**src/rtl/ex_div_ctrl_pkg.sv**
```systemverilog
// Shared types and constants for the EX-stage divider sequencer.
// Holds the controller state encodings, word/double-word widths and flag constants.
// Imported by ex_div_ctrl and ex_div_ctrl_counter.
package ex_div_ctrl_pkg;

  localparam logic TRUE    = 1'b1;
  localparam logic FALSE   = 1'b0;
  localparam logic ENABLE  = 1'b1;
  localparam logic DISABLE = 1'b0;

  localparam int unsigned WORD_W  = 32;
  localparam int unsigned DWORD_W = 64;

  typedef logic [WORD_W-1:0]  word_t;
  // Double-word bus: {HI = remainder, LO = quotient}.
  typedef logic [DWORD_W-1:0] dword_t;

  typedef enum logic [1:0] {
    DIVC_IDLE    = 2'd0,
    DIVC_RUN     = 2'd1,
    DIVC_DONE    = 2'd2,
    DIVC_RELEASE = 2'd3
  } divc_state_e;

  function automatic int unsigned max_u(input int unsigned a, input int unsigned b);
    return (a > b) ? a : b;
  endfunction

endpackage

```
**src/rtl/ex_div_ctrl_counter.sv**
```systemverilog
// Loadable down-counter shared by the timeout and release intervals.
// Ports: load_i/load_val_i reload, dec_i decrements (saturates at 0), zero_o flags an expired count.
// Latency: one cycle from load/dec to the new count; no backpressure.
module ex_div_ctrl_counter
  import ex_div_ctrl_pkg::*;
#(
  parameter int unsigned W = 6
) (
  input  logic         clock,
  input  logic         reset,
  input  logic         load_i,
  input  logic [W-1:0] load_val_i,
  input  logic         dec_i,
  output logic         zero_o
);

  logic [W-1:0] cnt_q, cnt_d;

  always_comb begin
    cnt_d = cnt_q;
    if (load_i == TRUE) begin
      cnt_d = load_val_i;
    end else if (dec_i && (cnt_q != '0)) begin
      cnt_d = cnt_q - W'(1);
    end
  end

  always_ff @(posedge clock or negedge reset) begin
    if (!reset) begin
      cnt_q <= '0;
    end else begin
      cnt_q <= cnt_d;
    end
  end

  assign zero_o = (cnt_q == '0);

endmodule

```
**src/rtl/ex_div_ctrl.sv**
```systemverilog
// Sequencer between EX and the multi-cycle divider: latches DIV/DIVU operands, drives start/annul,
// stalls EX while the divider runs and issues one HI/LO write when EX advances (hilo_we in DONE).
// Backpressure: ex_hold delays the write in DONE; flush/timeout annul; RELEASE enforces a start-low gap.
// Ports: clock/reset; ex_* from EX; stall_request/hilo_* to the pipeline; div_* to/from the divider.
module ex_div_ctrl
  import ex_div_ctrl_pkg::*;
#(
  parameter int unsigned TIMEOUT_CYCLES = 48,
  parameter int unsigned RELEASE_CYCLES = 2
) (
  input  logic               clock,
  input  logic               reset,
  input  logic               ex_div_valid,
  input  logic               ex_is_signed,
  input  logic [WORD_W-1:0]  ex_operand1,
  input  logic [WORD_W-1:0]  ex_operand2,
  input  logic               ex_flush,
  input  logic               ex_hold,
  output logic               stall_request,
  output logic               hilo_we,
  output logic [DWORD_W-1:0] hilo_data,
  output logic               div_by_zero,
  output logic               div_timeout,
  output logic               div_is_start,
  output logic               div_is_annul,
  output logic               div_is_signed,
  output logic [WORD_W-1:0]  div_operand1,
  output logic [WORD_W-1:0]  div_operand2,
  input  logic               div_is_ended,
  input  logic [DWORD_W-1:0] div_result
);

  localparam int unsigned CNT_W = $clog2(max_u(TIMEOUT_CYCLES, RELEASE_CYCLES) + 1);
  // Both intervals count down to zero, so load one less than the cycle count.
  localparam logic [CNT_W-1:0] TO_LOAD  = CNT_W'(TIMEOUT_CYCLES - 1);
  localparam logic [CNT_W-1:0] REL_LOAD = CNT_W'(RELEASE_CYCLES - 1);

  divc_state_e state_q, state_d;
  logic   start_q,   start_d;
  logic   annul_q,   annul_d;
  logic   timeout_q, timeout_d;
  logic   signed_q,  signed_d;
  word_t  op1_q,     op1_d;
  word_t  op2_q,     op2_d;
  logic   dbz_q,     dbz_d;
  dword_t hilo_q,    hilo_d;

  logic             cnt_load;
  logic [CNT_W-1:0] cnt_load_val;
  logic             cnt_dec;
  logic             cnt_zero;

  ex_div_ctrl_counter #(.W(CNT_W)) u_counter (
    .clock      (clock),
    .reset      (reset),
    .load_i     (cnt_load),
    .load_val_i (cnt_load_val),
    .dec_i      (cnt_dec),
    .zero_o     (cnt_zero)
  );

  always_comb begin
    state_d       = state_q;
    start_d       = start_q;
    annul_d       = FALSE;
    timeout_d     = FALSE;
    signed_d      = signed_q;
    op1_d         = op1_q;
    op2_d         = op2_q;
    dbz_d         = dbz_q;
    hilo_d        = hilo_q;
    cnt_load      = FALSE;
    cnt_load_val  = TO_LOAD;
    cnt_dec       = FALSE;
    hilo_we       = FALSE;
    stall_request = FALSE;

    unique case (state_q)
      DIVC_IDLE: begin
        stall_request = ex_div_valid && !ex_flush;
        if (ex_div_valid && !ex_flush) begin
          signed_d     = ex_is_signed;
          op1_d        = ex_operand1;
          op2_d        = ex_operand2;
          dbz_d        = (ex_operand2 == '0);
          start_d      = ENABLE;
          cnt_load     = TRUE;
          cnt_load_val = TO_LOAD;
          state_d      = DIVC_RUN;
        end
      end

      DIVC_RUN: begin
        stall_request = TRUE;
        // Flush outranks timeout, which outranks a finished divider.
        if (ex_flush || cnt_zero) begin
          annul_d      = ENABLE;
          timeout_d    = !ex_flush;
          start_d      = DISABLE;
          cnt_load     = TRUE;
          cnt_load_val = REL_LOAD;
          state_d      = DIVC_RELEASE;
        end else if (div_is_ended) begin
          hilo_d  = div_result;
          state_d = DIVC_DONE;
        end else begin
          cnt_dec = TRUE;
        end
      end

      DIVC_DONE: begin
        // start stays high here so the divider parks in its END state.
        if (ex_flush || !ex_hold) begin
          hilo_we      = !ex_flush;
          start_d      = DISABLE;
          cnt_load     = TRUE;
          cnt_load_val = REL_LOAD;
          state_d      = DIVC_RELEASE;
        end
      end

      DIVC_RELEASE: begin
        stall_request = ex_div_valid;
        // A divider stuck in zero-divide/END ignores annul; wait for it to drop ended.
        if (cnt_zero) begin
          if (!div_is_ended) begin
            state_d = DIVC_IDLE;
          end
        end else begin
          cnt_dec = TRUE;
        end
      end

      default: begin
        state_d = DIVC_IDLE;
      end
    endcase
  end

  always_ff @(posedge clock or negedge reset) begin
    if (!reset) begin
      state_q   <= DIVC_IDLE;
      start_q   <= FALSE;
      annul_q   <= FALSE;
      timeout_q <= FALSE;
      signed_q  <= FALSE;
      op1_q     <= '0;
      op2_q     <= '0;
      dbz_q     <= FALSE;
      hilo_q    <= '0;
    end else begin
      state_q   <= state_d;
      start_q   <= start_d;
      annul_q   <= annul_d;
      timeout_q <= timeout_d;
      signed_q  <= signed_d;
      op1_q     <= op1_d;
      op2_q     <= op2_d;
      dbz_q     <= dbz_d;
      hilo_q    <= hilo_d;
    end
  end

  assign hilo_data     = hilo_q;
  assign div_by_zero   = dbz_q;
  assign div_timeout   = timeout_q;
  assign div_is_start  = start_q;
  assign div_is_annul  = annul_q;
  assign div_is_signed = signed_q;
  assign div_operand1  = op1_q;
  assign div_operand2  = op2_q;

endmodule

```
**config.mk**
```make
export PLATFORM = sky130hd
export DESIGN_NAME = ex_div_ctrl
export DESIGN_NICKNAME = d
export VERILOG_FILES = /design/src/rtl/ex_div_ctrl_pkg.sv /design/src/rtl/ex_div_ctrl_counter.sv /design/src/rtl/ex_div_ctrl.sv
export SDC_FILE = /design/constraint.sdc
export NUM_CORES = 1
export LEC_CHECK = 0
export CORE_MARGIN = 2
export CORE_UTILIZATION = 45
export DETAILED_ROUTE_END_ITERATION = 8
export PLACE_DENSITY = 0.86
export SETUP_SLACK_MARGIN = 0.05
export SLEW_MARGIN = 10
export SYNTH_ARGS = -nofsm -noshare
export SYNTH_HDL_FRONTEND = slang
export SYNTH_SLANG_ARGS = --single-unit
```
**constraint.sdc**
```tcl
create_clock -name clock -period 3 [get_ports clock]
set_input_delay 0.6 -clock clock [delete_from_list [all_inputs] [get_ports clock]]
set_output_delay 0.6 -clock clock [all_outputs]
set_load 0.1 [all_outputs]
```
==> impl_metrics.py <==
metrics = {
    "routing": {
        "met3_wirelength_mm": 1.11,
        "drtIter0Drc": 286,
        "dr.max_layer_used": "met4",
        "vias": 4748,
        "firstDrtPassIters": 5,
        "antenna_left": 0,
        "wl_per_cell_um": 17.0,
        "wl_mm": 16.4,
        "route.met2.wl_mm": 8.55,
        "drc": 0,
        "via_per_inst": 4.93,
        "wl_met1_mm": 6.40,
    },
    "yosys": {
        "async_flop_share": 1.00,
        "ys_seq_area_frac": 0.590,
        "avgSynthCellArea_um2": 11.8,
        "synth_top_area_share": 0.590,
        "synth_area_leaders": "dfrtp_1 59%, mux2_4 15%, nand2_1 13%, buf_12 2.0%, ha_1 1.5%",
        "syn_area_um2": 5980,
        "synthFlopType": "dfrtp_1",
        "yosys.area.top_type": "dfrtp_1",
        "ys_types": 42,
        "synth_fp_nets": 647,
        "ys_seq_elements": 141,
        "ys_warn_count": 0,
        "synth_edf_count": 0,
        "synth_cells": 505,
    },
    "finish": {
        "syn_to_final_growth_pct": 53.0,
        "diodes": 0,
        "drive_above_1_share": 0.313,
        "final_util": 0.699,
        "nets": 917,
    },
    "timing": {
        "finClkSkew_ns": 0.0104,
        "hold_viol": 0,
        "slew_violations": 0,
        "period_needed_ns": 2.47,
        "fmax_mhz": 406,
        "max_slew_margin": 0.500,
        "setup_viol": 0,
        "tightest_slew_ns": 0.749,
        "rsz0062_at_grt": "false",
        "tns_ns": 0,
        "fin_crit_sh": 0.822,
    },
    "critical_path": {
        "crit_fanout": 9,
        "crit_family": "buffers and inverters",
        "cp-start-kind": "input port",
        "cpPeakStageDelay_ns": 0.57,
        "slowest_stage": "clkdlybuf4s50_1",
        "endpoint_kind": "output port",
        "worstPathRequired_ns": 2.40,
        "cp_cell_sequence": "clkdlybuf4s50_1, inv_1, nand3_2, a21oi_2, buf_12",
        "crit_buf_inv": 3,
        "critical_path_arrival_ns": 1.87,
        "crit_type": "in -> out",
    },
    "floorplan": {
        "initial_utilization": 0.457,
        "dieArea_um2": 14200,
        "core_um2": 13100,
        "die_y_um": 119,
        "die_w_um": 119,
        "ios": 270,
        "rows": 42,
    },
    "placement": {
        "dpl.hpwl_mm": 11.7,
        "finalWeightedCongestion": 0.815,
        "io_buffers": 269,
    },
    "cts": {
        "cts_max_level": 4,
        "tritoncts": "yes",
        "clock_path_buffers": 2,
        "clockRootBuffer": "clkbuf_16",
        "postCtsSetupBuffers": 0,
        "clock_latency_ns": 0.42,
        "postCtsResizedCells": 0,
        "cts_buffers": 17,
        "cts_hold_buf": 0,
        "clkSinkCount": 141,
        "clkTransAtPathRegs_ns": 0.06,
    },
    "outcome": {
        "outcome": "finished, final reports clean",
    },
    "global_routing": {
        "grt_usage": 0.234,
        "grt_overflow": 0,
        "grt_max_degree": 83,
        "grt_pass1_wl_mm": 25.7,
        "antenna_found_initial": 0,
        "grt_pass1_vias": 4828,
    },
    "job": {
        "max_cap_viol_count": 0,
    },
    "min_path": {
        "hp-class": "in -> async",
    },
}
-- sequential cells by signal, indices dropped and copies added, names as in the netlist --
name,flops
div_operand1,32
div_is_start,1
div_is_annul,1
state_q,2
div_operand2,32
div_by_zero,1
u_counter.cnt_q,6
hilo_data,64
div_timeout,1
div_is_signed,1
-- stage by stage --
stage / worst slack [ns] / area, µm² / cells / hold WS, ns
floorplan: 0.263 / 5980 / 505 / 0.304
global placement: 0.462 / 8480 / 932 / 0.460
detailed placement: 0.394 / 8480 / 932 / 0.464
CTS: 0.542 / 9140 / 964 / 0.243
global route: 0.443 / 9140 / 964 / 0.276
finish: 0.534 / 9140 / 964 / 0.219
-- cells by family after synthesis --
logic type	after synthesis	synth area share
simple gates	232	0.164
flops	141	0.590
mux	65	0.160
buf+inv	34	0.0385
compound gates	25	0.0312
fa+ha+maj	7	0.0147
xor+xnor	1	0.00147
-- synth_stat cells, types with 2 or more instances --
master	n
nand2_1	199
a31oi_1	5
o21ai_0	3
or4_1	3
nand3_1	2
clkbuf_1	10
nand2b_1	4
nor2_1	2
ha_1	7
mux2_4	60
or2_2	2
buf_1	4
buf_2	4
inv_1	10
nor3b_1	2
buf_12	6
nand4_1	2
o31ai_1	3
a21oi_1	3
mux2_2	5
dfrtp_1	141
nor4_1	8
-- routing by layer --
metal / up-vias / track usage
li1: 2201 / -
met1: 2319 / 0.276
met2: 202 / 0.403
met3: 26 / 0.0757
met4: 0 / 0.0818
met5: - / 0
-- layout make-up --
cell class,instances,area (µm²)
Sequential cell,141,3530
Tap cell,176,220
Fill cell,892,3940
Multi-Input combinational cell,330,2230
Clock inverter,10,185
Inverter,10,37.5
Timing Repair Buffer,275,2460
Clock buffer,22,474
-- worst paths after layout --
path                       cells after the start  slack (ns)            endpoint             from
max                                            5        0.53       stall_request         ex_flush
min                                            1        0.22    div_operand1[28]            reset
max reg2reg                                    6        0.76  u_counter.cnt_q[5]       state_q[1]
min reg2reg                                    2        0.47     div_operand2[2]  div_operand2[2]
max in group asynchronous                      2        2.01    div_operand1[15]            reset
min in group clock                             2        0.47     div_operand2[2]  div_operand2[2]
-- cell usage in the layout, fill, tap and decap left out, types with 2 or more instances in the layout --
master | Yosys | final
buf_4 | 0 | 136
o21ai_0 | 3 | 3
nand2_1 | 199 | 199
or2_2 | 2 | 2
clkinv_4 | 0 | 2
ha_1 | 7 | 7
nor4_1 | 8 | 8
a21oi_1 | 3 | 2
bufinv_16 | 0 | 5
or4_1 | 3 | 3
nand2b_1 | 4 | 4
a31oi_1 | 5 | 5
dfrtp_1 | 141 | 141
inv_1 | 10 | 10
buf_12 | 6 | 5
o31ai_1 | 3 | 3
clkbuf_1 | 10 | 2
clkdlybuf4s50_1 | 0 | 133
clkinv_2 | 0 | 2
nor2_1 | 2 | 2
clkbuf_8 | 0 | 3
mux2_4 | 60 | 60
nor3b_2 | 1 | 2
nand4_1 | 2 | 2
clkbuf_16 | 0 | 17
mux2_2 | 5 | 5
Power is left out: the tool's default activity adds up to more than one toggle a clock period on the data nets, which glitch-free logic cannot reach.
